$ cat src/rtl/video_pkg.sv
// video_pkg: shared VGA timing defaults, render mode encodings and luma coefficients.
package video_pkg;
  localparam int DEF_H_ACTIVE = 640;
  localparam int DEF_H_FP     = 16;
  localparam int DEF_H_SYNC   = 96;
  localparam int DEF_H_BP     = 48;
  localparam int DEF_V_ACTIVE = 480;
  localparam int DEF_V_FP     = 10;
  localparam int DEF_V_SYNC   = 2;
  localparam int DEF_V_BP     = 33;
  typedef enum logic [1:0] {
    MODE_COLOR   = 2'd0,
    MODE_BIN     = 2'd1,
    MODE_BIN_INV = 2'd2,
    MODE_RSVD    = 2'd3
  } mode_e;
  localparam logic [15:0] LUMA_R = 16'd77;
  localparam logic [15:0] LUMA_G = 16'd150;
  localparam logic [15:0] LUMA_B = 16'd29;
  // Weighted sum peaks at 64088 for RGB565 inputs, so 16 bits never overflow.
  function automatic logic [7:0] luma8(input logic [15:0] pix);
    logic [15:0] sum;
    sum = LUMA_R * {8'd0, pix[15:11], 3'd0}
        + LUMA_G * {8'd0, pix[10:5], 2'd0}
        + LUMA_B * {8'd0, pix[4:0], 3'd0};
    return sum[15:8];
  endfunction
endpackage

$ cat src/rtl/vga_timing_gen.sv
// vga_timing_gen: free-running VGA pixel/line counters and raw active-low syncs.
module vga_timing_gen
  import video_pkg::*;
#(
  parameter int H_ACTIVE = DEF_H_ACTIVE,
  parameter int H_FP     = DEF_H_FP,
  parameter int H_SYNC   = DEF_H_SYNC,
  parameter int H_BP     = DEF_H_BP,
  parameter int V_ACTIVE = DEF_V_ACTIVE,
  parameter int V_FP     = DEF_V_FP,
  parameter int V_SYNC   = DEF_V_SYNC,
  parameter int V_BP     = DEF_V_BP
)(
  input  logic       clk25,
  input  logic       rst_n,
  output logic [9:0] h_cnt,
  output logic [9:0] v_cnt,
  output logic       hsync_n,
  output logic       vsync_n
);
  localparam logic [9:0] H_LAST   = 10'(H_ACTIVE + H_FP + H_SYNC + H_BP - 1);
  localparam logic [9:0] V_LAST   = 10'(V_ACTIVE + V_FP + V_SYNC + V_BP - 1);
  localparam logic [9:0] HS_START = 10'(H_ACTIVE + H_FP);
  localparam logic [9:0] HS_END   = 10'(H_ACTIVE + H_FP + H_SYNC);
  localparam logic [9:0] VS_START = 10'(V_ACTIVE + V_FP);
  localparam logic [9:0] VS_END   = 10'(V_ACTIVE + V_FP + V_SYNC);
  logic [9:0] h_cnt_q, h_cnt_d, v_cnt_q, v_cnt_d;
  always_comb begin
    h_cnt_d = (h_cnt_q == H_LAST) ? '0 : h_cnt_q + 10'd1;
    v_cnt_d = (h_cnt_q != H_LAST) ? v_cnt_q : (v_cnt_q == V_LAST) ? '0 : v_cnt_q + 10'd1;
  end
  always_ff @(posedge clk25) begin
    if (!rst_n) begin
      h_cnt_q <= '0;
      v_cnt_q <= '0;
    end else begin
      h_cnt_q <= h_cnt_d;
      v_cnt_q <= v_cnt_d;
    end
  end
  assign h_cnt   = h_cnt_q;
  assign v_cnt   = v_cnt_q;
  assign hsync_n = !(h_cnt_q >= HS_START && h_cnt_q < HS_END);
  assign vsync_n = !(v_cnt_q >= VS_START && v_cnt_q < VS_END);
endmodule

$ cat src/rtl/vga_window_render.sv
// vga_window_render: centred camera window on VGA, colour or thresholded luma, 2-cycle pipeline.
// Define WIN_BORDER_EN to draw a 1-pixel white border just outside the window.
module vga_window_render
  import video_pkg::*;
#(
  parameter int WIN_W    = 320,
  parameter int WIN_H    = 240,
  parameter int ADDR_W   = 17,
  parameter int H_ACTIVE = DEF_H_ACTIVE,
  parameter int H_FP     = DEF_H_FP,
  parameter int H_SYNC   = DEF_H_SYNC,
  parameter int H_BP     = DEF_H_BP,
  parameter int V_ACTIVE = DEF_V_ACTIVE,
  parameter int V_FP     = DEF_V_FP,
  parameter int V_SYNC   = DEF_V_SYNC,
  parameter int V_BP     = DEF_V_BP
)(
  input  logic              clk25,
  input  logic              rst_n,
  input  logic [1:0]        mode,
  input  logic [7:0]        threshold,
  output logic [ADDR_W-1:0] frame_addr,
  input  logic [15:0]       frame_pixel,
  output logic [3:0]        vga_red,
  output logic [3:0]        vga_green,
  output logic [3:0]        vga_blue,
  output logic              vga_hsync,
  output logic              vga_vsync,
  output logic [9:0]        HCnt,
  output logic [9:0]        VCnt,
  output logic              frame_start
);
  localparam logic [9:0] X0 = 10'((H_ACTIVE - WIN_W) / 2);
  localparam logic [9:0] X1 = 10'((H_ACTIVE - WIN_W) / 2 + WIN_W);
  localparam logic [9:0] Y0 = 10'((V_ACTIVE - WIN_H) / 2);
  localparam logic [9:0] Y1 = 10'((V_ACTIVE - WIN_H) / 2 + WIN_H);
  localparam logic [ADDR_W-1:0] ADDR_LAST = ADDR_W'(WIN_W * WIN_H - 1);
  logic hs_raw_n, vs_raw_n, in_win, border1;
  vga_timing_gen #(
    .H_ACTIVE(H_ACTIVE), .H_FP(H_FP), .H_SYNC(H_SYNC), .H_BP(H_BP),
    .V_ACTIVE(V_ACTIVE), .V_FP(V_FP), .V_SYNC(V_SYNC), .V_BP(V_BP)
  ) u_timing (
    .clk25   (clk25),
    .rst_n   (rst_n),
    .h_cnt   (HCnt),
    .v_cnt   (VCnt),
    .hsync_n (hs_raw_n),
    .vsync_n (vs_raw_n)
  );
  assign in_win      = HCnt >= X0 && HCnt < X1 && VCnt >= Y0 && VCnt < Y1;
  assign frame_start = rst_n && HCnt == '0 && VCnt == '0;
  mode_e             mode_q, mode_d;
  logic [7:0]        thr_q, thr_d;
  logic [ADDR_W-1:0] addr_q, addr_d;
  logic              win1_q, win1_d, hs1_q, hs1_d, vs1_q, vs1_d, hs2_q, hs2_d, vs2_q, vs2_d;
  logic [11:0]       rgb_q, rgb_d;
  logic              bin_mode, bin;
  // Address saturates on the last window pixel so it holds until the next frame.
  always_comb begin
    mode_d   = frame_start ? mode_e'(mode) : mode_q;
    thr_d    = frame_start ? threshold : thr_q;
    addr_d   = frame_start ? '0 : (in_win && addr_q != ADDR_LAST) ? addr_q + ADDR_W'(1) : addr_q;
    win1_d   = in_win;
    hs1_d    = hs_raw_n;
    vs1_d    = vs_raw_n;
    hs2_d    = hs1_q;
    vs2_d    = vs1_q;
    bin_mode = mode_q == MODE_BIN || mode_q == MODE_BIN_INV;
    bin      = (luma8(frame_pixel) > thr_q) ^ (mode_q == MODE_BIN_INV);
    rgb_d    = !win1_q ? {12{border1}}
             : bin_mode ? {12{bin}}
             : {frame_pixel[15:12], frame_pixel[10:7], frame_pixel[4:1]};
  end
  always_ff @(posedge clk25) begin
    if (!rst_n) begin
      mode_q <= MODE_COLOR;
      thr_q  <= '0;
      addr_q <= '0;
      win1_q <= 1'b0;
      hs1_q  <= 1'b1;
      vs1_q  <= 1'b1;
      hs2_q  <= 1'b1;
      vs2_q  <= 1'b1;
      rgb_q  <= '0;
    end else begin
      mode_q <= mode_d;
      thr_q  <= thr_d;
      addr_q <= addr_d;
      win1_q <= win1_d;
      hs1_q  <= hs1_d;
      vs1_q  <= vs1_d;
      hs2_q  <= hs2_d;
      vs2_q  <= vs2_d;
      rgb_q  <= rgb_d;
    end
  end
`ifdef WIN_BORDER_EN
  // Ring = window grown by one pixel each side minus the window, clipped to active area.
  logic [10:0] hp, vp;
  logic        border_d, border1_q;
  assign hp       = {1'b0, HCnt} + 11'd1;
  assign vp       = {1'b0, VCnt} + 11'd1;
  assign border_d = !in_win && HCnt < 10'(H_ACTIVE) && VCnt < 10'(V_ACTIVE)
                 && hp >= {1'b0, X0} && hp <= {1'b0, X1} + 11'd1
                 && vp >= {1'b0, Y0} && vp <= {1'b0, Y1} + 11'd1;
  always_ff @(posedge clk25) begin
    if (!rst_n) border1_q <= 1'b0;
    else        border1_q <= border_d;
  end
  assign border1 = border1_q;
`else
  assign border1 = 1'b0;
`endif
  assign frame_addr = addr_q;
  assign {vga_red, vga_green, vga_blue} = rgb_q;
  assign vga_hsync = hs2_q;
  assign vga_vsync = vs2_q;
endmodule

$ cat config.mk
export PLATFORM = sky130hd
export DESIGN_NAME = vga_window_render
export DESIGN_NICKNAME = d
export VERILOG_FILES = /design/src/rtl/video_pkg.sv /design/src/rtl/vga_timing_gen.sv /design/src/rtl/vga_window_render.sv
export SDC_FILE = /design/constraint.sdc
export NUM_CORES = 1
export LEC_CHECK = 0
export BUFFER_PORTS_ARGS = -buffer_cell sky130_fd_sc_hd__buf_2
export CORE_MARGIN = 3
export CORE_UTILIZATION = 57
export DETAILED_ROUTE_END_ITERATION = 12
export HOLD_SLACK_MARGIN = 0.15
export PLACE_DENSITY_LB_ADDON = 0.1
export SKIP_LAST_GASP = 1
export SYNTH_ARGS = -nofsm -noshare
export SYNTH_HDL_FRONTEND = slang
export SYNTH_SLANG_ARGS = --single-unit
$ cat constraint.sdc
create_clock -name clk25 -period 7.8 [get_ports clk25]
set_input_delay 0 -clock clk25 [delete_from_list [all_inputs] [get_ports clk25]]
set_output_delay 0 -clock clk25 [all_outputs]
set_load 0.03 [all_outputs]
## Word level (Yosys, flattened, before mapping)

Index checks and enable logic that the tools add are counted.

- $lt $le $gt $ge: 9
- Bitwise gates (word level): 2
- Multiplexer cells: 2
- Add/subtract/negate cells: 5
- Reduce and logical (&&, ||, !) cells: 16
- Equal/unequal tests: 6
- Multipliers: 3

Operators with widths:

| operator | number |
|---|---|
| 10-bit by 9-bit less-than comparator with 1-bit output, second input constant | 3 |
| 10-bit by 1-bit adder with 10-bit output, second input constant | 2 |
| 10-bit == test, second input constant | 2 |
| 10-bit logical NOT | 2 |
| 17-bit by 1-bit adder with 17-bit output, second input constant | 1 |
| 17-bit inequality test, second input constant | 1 |
| 15-bit by 16-bit adder with 16-bit output | 1 |
| 16-bit by 13-bit adder with 16-bit output | 1 |
| 7-bit by 6-bit multiplier with 13-bit output, first input constant | 1 |
| 7-bit by 5-bit multiplier with 12-bit output, first input constant | 1 |
| 12-bit two-way mux | 1 |
| 10-bit greater-or-equal comparator, second input constant | 1 |
| 10-bit by 7-bit greater-or-equal comparator with 1-bit output, second input constant | 1 |
| 10-bit by 8-bit greater-or-equal comparator with 1-bit output, second input constant | 1 |
| 10-bit by 9-bit greater-or-equal comparator with 1-bit output, second input constant | 1 |
| 10-bit less-than comparator, second input constant | 1 |
| 5-bit by 5-bit multiplier with 10-bit output, first input constant | 1 |
| 10-bit two-way mux | 1 |
| 10-bit inequality test, second input constant | 1 |
| 8-bit > comparator | 1 |
| 1-bit logical AND | 8 |
| 2-bit OR reduction | 2 |
| 2-bit by 1-bit == test with 1-bit output, second input constant | 1 |
| 2-bit == test, second input constant | 1 |
| other kinds (5) | 6 |

- Output and inout bits: 52
- Register bits: 64
- Logic and storage cells: 54

## Longest topological paths before layout

- Depth in word-level cells: 6
- Mapped depth: 28

## Hierarchy

A second synthesis with hierarchy kept.

- Cell total of the unflattened synthesis: 579
- Area, all modules: 5308.8 sq um

By module, submodules not included:

| module | cells each | sequential area each (sq um) | area an instance (sq um) | times used |
|---|---|---|---|---|
| vga_window_render | 455 | 880.8 | 4226.6 | 1 |
| vga_timing_gen | 124 | 400.4 | 1082.3 | 1 |

## Worst setup path before layout

Ideal clock, no wire load.

- Kind: input -> register
- Start point: in frame_pixel[8]
- End point: reg rgb_q[1]
- Buffers on the path: 1
- Stages on the path: 26
- Setup slack: 2.585 ns
- Arrival: 5.074 ns
- Cells stage by stage: ha_1 ha_1 fa_1 inv_1 fa_1 nor2b_1 o21ai_0 a21boi_0 o21ai_0 nand2b_1 xnor2_1 fa_1 inv_1 ha_1 and4_1 a21oi_1 nand2_1 xor2_1 ha_1 a21o_1 a21o_1 a21oi_1 nor2_1 nor4_1 clkbuf_1 a2111oi_0

- Word-level cells in the longest chain between the ends: 6

Ends and longest elaborated chain:

| what | line | text |
|---|---|---|
| start, declared | vga_window_render.sv:23 | `input logic [15:0] frame_pixel,` |
| 7-bit by 6-bit multiplier with 13-bit output | video_pkg.sv:24 | `+ LUMA_G * {8'd0, pix[10:5], 2'd0}` |
| 15-bit by 16-bit adder with 16-bit output | video_pkg.sv:24 |  |
| 16-bit by 13-bit adder with 16-bit output | video_pkg.sv:25 | `+ LUMA_B * {8'd0, pix[4:0], 3'd0};` |
| 8-bit > comparator | vga_window_render.sv:69 | `bin = (luma8(frame_pixel) > thr_q) ^ (mode_q == MODE_BIN_INV);` |
| 1-bit XOR | vga_window_render.sv:69 |  |
| 12-bit two-way mux | vga_window_render.sv:71 | `: bin_mode ? {12{bin}}` |
| end signal, assigned | vga_window_render.sv:94 | `rgb_q <= rgb_d;` |
| end, declared | vga_window_render.sv:56 | `logic [11:0] rgb_q, rgb_d;` |

Every way passes these cells.
A chain may end at the register's enable or synchronous reset.

## Final worst setup path

- Start point: in frame_pixel[8]
- End point: reg rgb_q[2]

The elaborated chain is that of the path after synthesis.

==> results.sh <==
export IMPL_run_status="complete, no violations"
export IMPL_yosys_warnings=0
export IMPL_dieHeight_um=102
export IMPL_initial_utilization_pct=59.6
export IMPL_clk_root_buffer_cell="sky130_fd_sc_hd__clkbuf_8"
export IMPL_ctsHoldBuffers=33
export IMPL_postCtsSetupBuffers=0
export IMPL_setup_viol=0
export IMPL_finalCritPeriodShare_pct=79.5
export IMPL_count_of_state_elements_after_synthesis=64
export IMPL_vdd_ir_drop_worst_v=0.000295
export IMPL_logic_pwr_share_pct=64.0
export IMPL_asyncSetResetFlopFracSynth_pct=0
export IMPL_hold_path_class="reg2reg"
export IMPL_r2r_start="u_timing.v_cnt[3]$_SDFFE_PN0P_"
export IMPL_clock_insertion_delay_worst_skew_ns=0.34
export IMPL_internal_power_uw=1110
export IMPL_cts_tree="built"
export IMPL_drt_pass1_iter_count=4
export IMPL_pwr_share_seq_pct=17.5
export IMPL_cts_buffer_depth=2
export IMPL_via_per_inst=5.50
export IMPL_postSynth_topFlopCell="sky130_fd_sc_hd__dfxtp_1"
export IMPL_path_delay_family="adder cells"
export IMPL_syn_area_um2=5280
export IMPL_timing_setup_critical_path_class="in2reg"
export IMPL_fin_skew_ns=0.0149
export IMPL_netlist_area_leader_share_pct=24.3
export IMPL_synthTopCellsByCount="93 x sky130_fd_sc_hd__ha_1, 64 x sky130_fd_sc_hd__dfxtp_1, 61 x sky130_fd_sc_hd__inv_1, 45 x sky130_fd_sc_hd__nor2_1, 32 x sky130_fd_sc_hd__xnor2_1"
export IMPL_grt_overflow=0
export IMPL_syn_inst=568
export IMPL_synth_largest_area_cell="sky130_fd_sc_hd__dfxtp_1"
export IMPL_avgRoutedWirePerCell_um=14.7
export IMPL_timing_critical_path_from_type="primary input"
export IMPL_wirelength_mm=11.7
export IMPL_timing_critical_path_required_ns=8.00
export IMPL_core_region_area_um2=8850
export IMPL_rr_worst_depth=6
export IMPL_synth_seq_area_share_pct=24.3
export IMPL_grt_first_pass_wirelength_mm=19.5
export IMPL_cp_data_arrival_time_ns=6.41
export IMPL_worst_path_max_fanout=12
export IMPL_routed_via_count=4362
export IMPL_std_cell_rows=34
export IMPL_crit_path_end_kind="flip-flop"
export IMPL_cts_repair_resize_count=0
export IMPL_finalWeightedCongestion=0.846
export IMPL_synthMostInstantiatedCell="sky130_fd_sc_hd__ha_1"
export IMPL_area_growth_pct=20.2
export IMPL_numClockSinks=64
export IMPL_postLayoutSetupSlackWorst_ns=1.60
export IMPL_slew_headroom_pct=66.6
export IMPL_grt_pass1_vias=4340
export IMPL_grt_max_degree=25
export IMPL_preCtsSetupSlack_ns=1.84
export IMPL_synth_area_leaders="sky130_fd_sc_hd__dfxtp_1 24%, sky130_fd_sc_hd__ha_1 22%, sky130_fd_sc_hd__fa_1 8.0%"
export IMPL_critical_path_max_stage_delay_ns=0.57
export IMPL_clk_pin_slew_ns=0.07
export IMPL_cp_startpoint="frame_pixel[8]"
export IMPL_cts_made_buffers=9
export IMPL_worst_path_buf_inv=5
export IMPL_post_route_min_period_ns=6.20
export IMPL_drive_gt1_share_pct=16.6
export IMPL_die_width_um=102
export IMPL_end_of_the_critical_path="rgb_q[2]$_SDFF_PN0_"
export IMPL_critical_path_depth=29
export IMPL_synth_nets=710
export IMPL_cap_violations=0
export IMPL_fin_total_pwr_uw=1920
export IMPL_timing_critical_path_slowest_stage_cell="sky130_fd_sc_hd__fa_1"
export IMPL_final_util_pct=71.7
export IMPL_grt_setup_unrepaired="no"
export IMPL_fin_setup_tns_ns=0
export IMPL_grt_util_all_layers_pct=23.5
export IMPL_tightest_slew_ns=0.501
export IMPL_max_freq_ghz=0.161
export IMPL_design_area_um2=6340
export IMPL_layout_nets=822
export IMPL_io_buffer_count=79
export IMPL_power_net_switching_uw=802
export IMPL_placement_cell_area_um2=5760
export IMPL_ios=80
export IMPL_hold_violations=0
export IMPL_swShare_pct=41.8
export IMPL_leakagePower_uw=0.00302
export IMPL_antenna_found_initial=0
export IMPL_final_max_slew_viol_count=0
export IMPL_postRouteAntennaNets=0
export IMPL_cts_max_level=3
export IMPL_syn_avg_cell_area_um2=9.29
export IMPL_detailedRoute_firstIterationViolations=105
export IMPL_rr_endpoint="mode_q[1]$_SDFFE_PN0P_"
export IMPL_worst_path_most_repeated_cell="sky130_fd_sc_hd__ha_1"
export IMPL_synth_edff_count=0
export IMPL_power_per_cell_area_nw_per_um2=302
export IMPL_power_share_of_the_clock_group_pct=18.6
export IMPL_reg2reg_setup_slack_ns=5.40
export IMPL_floorplan_die_area_um2=10400
export IMPL_diodes=0
export IMPL_yosysUniqueCellTypes=58
export IMPL_post_detailed_placement_half_perimeter_wirelength_mm=9.07
export IMPL_drc=0
-- placed cells by master (no fill, tap or decap), drive strengths merged, types with 4 or more instances in the layout --
cell	synthesis	final
a2111oi	13	13
a21o	6	6
a21oi	20	20
and2	4	4
and3	6	6
and4	5	5
buf	6	81
clkbuf	7	10
dfxtp	64	64
dlygate4sd3	0	33
fa	21	21
ha	93	93
inv	61	61
mux2i	12	12
nand2	21	21
nand2b	4	4
nand3	10	10
nand4	18	18
nor2	46	46
nor2b	17	17
nor3	12	12
nor4	6	6
o21a	7	7
o21ai	10	10
or2	6	6
xnor2	32	32
xor2	27	27
-- worst min path at each step --
stage                      from  slack, ns  cells after the start                    end
4_1_cts        vs1_q$_SDFF_PN1_       0.43                      1   vga_vsync$_SDFF_PN1_
2_1_floorplan    frame_pixel[2]       0.15                      2    rgb_q[1]$_SDFF_PN0_
6_report       vs1_q$_SDFF_PN1_       0.42                      1   vga_vsync$_SDFF_PN1_
5_1_grt        vs1_q$_SDFF_PN1_       0.46                      1   vga_vsync$_SDFF_PN1_
3_5_place_dp       threshold[6]       0.27                      3  thr_q[6]$_SDFFE_PN0P_
3_3_place_gp       threshold[7]       0.26                      3  thr_q[7]$_SDFFE_PN0P_
-- power groups by stage --
stage | clock (uW) | sequential [uW] | combinational (uW)
after global placement | 0 | 342 | 1130
after CTS | 365 | 335 | 1200
after detailed placement | 0 | 342 | 1170
final | 356 | 335 | 1230
after floorplan | 0 | 344 | 916
after global routing | 376 | 336 | 1400
-- layout make-up --
| class | count | area (um^2) |
|---|---|---|
| repair buffers | 114 | 741 |
| multi-input cells | 430 | 3700 |
| flip-flops and latches | 64 | 1280 |
| inverters | 61 | 229 |
| fillers | 692 | 2510 |
| clock inverters | 6 | 116 |
| well taps | 108 | 135 |
| clock buffers | 10 | 138 |
-- routing by layer --
layer,vias to the layer above,routed length [um],part of all wire [%],track usage (%)
met1,2072,5050,43,28.4
met3,17,445,3.8,5.12
met2,75,6000,51,42.0
met5,-,0,0,0
met4,0,184,1.6,6.56
li1,2198,-,-,-
-- kinds of logic (layout without fill, tap and decap cells) --
kind of cell | Yosys count | after routing | synth area share (%)
muxes | 12 | 12 | 2.28
and+or+nand+nor | 169 | 169 | 17.6
AOI/OAI and AO/OA | 76 | 76 | 10.4
xor gates and xnor gates | 59 | 59 | 9.79
adders and majority gates | 114 | 114 | 30.0
buffers and inverters | 74 | 191 | 5.55
DFF | 64 | 64 | 24.3
-- flip-flops by register name, summed over array words and instances, names as in the netlist --
register and flops:
frame_addr 17, hs1_q 1, mode_q 2, rgb_q 12, thr_q 8, u_timing.h_cnt 10, u_timing.v_cnt 10, vga_hsync 1
vga_vsync 1, vs1_q 1, win1_q 1
-- through the flow --
step                      hold slack (ns)  instances
after floorplan                     0.154        568
after global placement              0.260        744
after detailed placement            0.267        744
after CTS                           0.430        793
after global routing                0.458        793
final                               0.419        793
(Power assumes the default switching activity.)
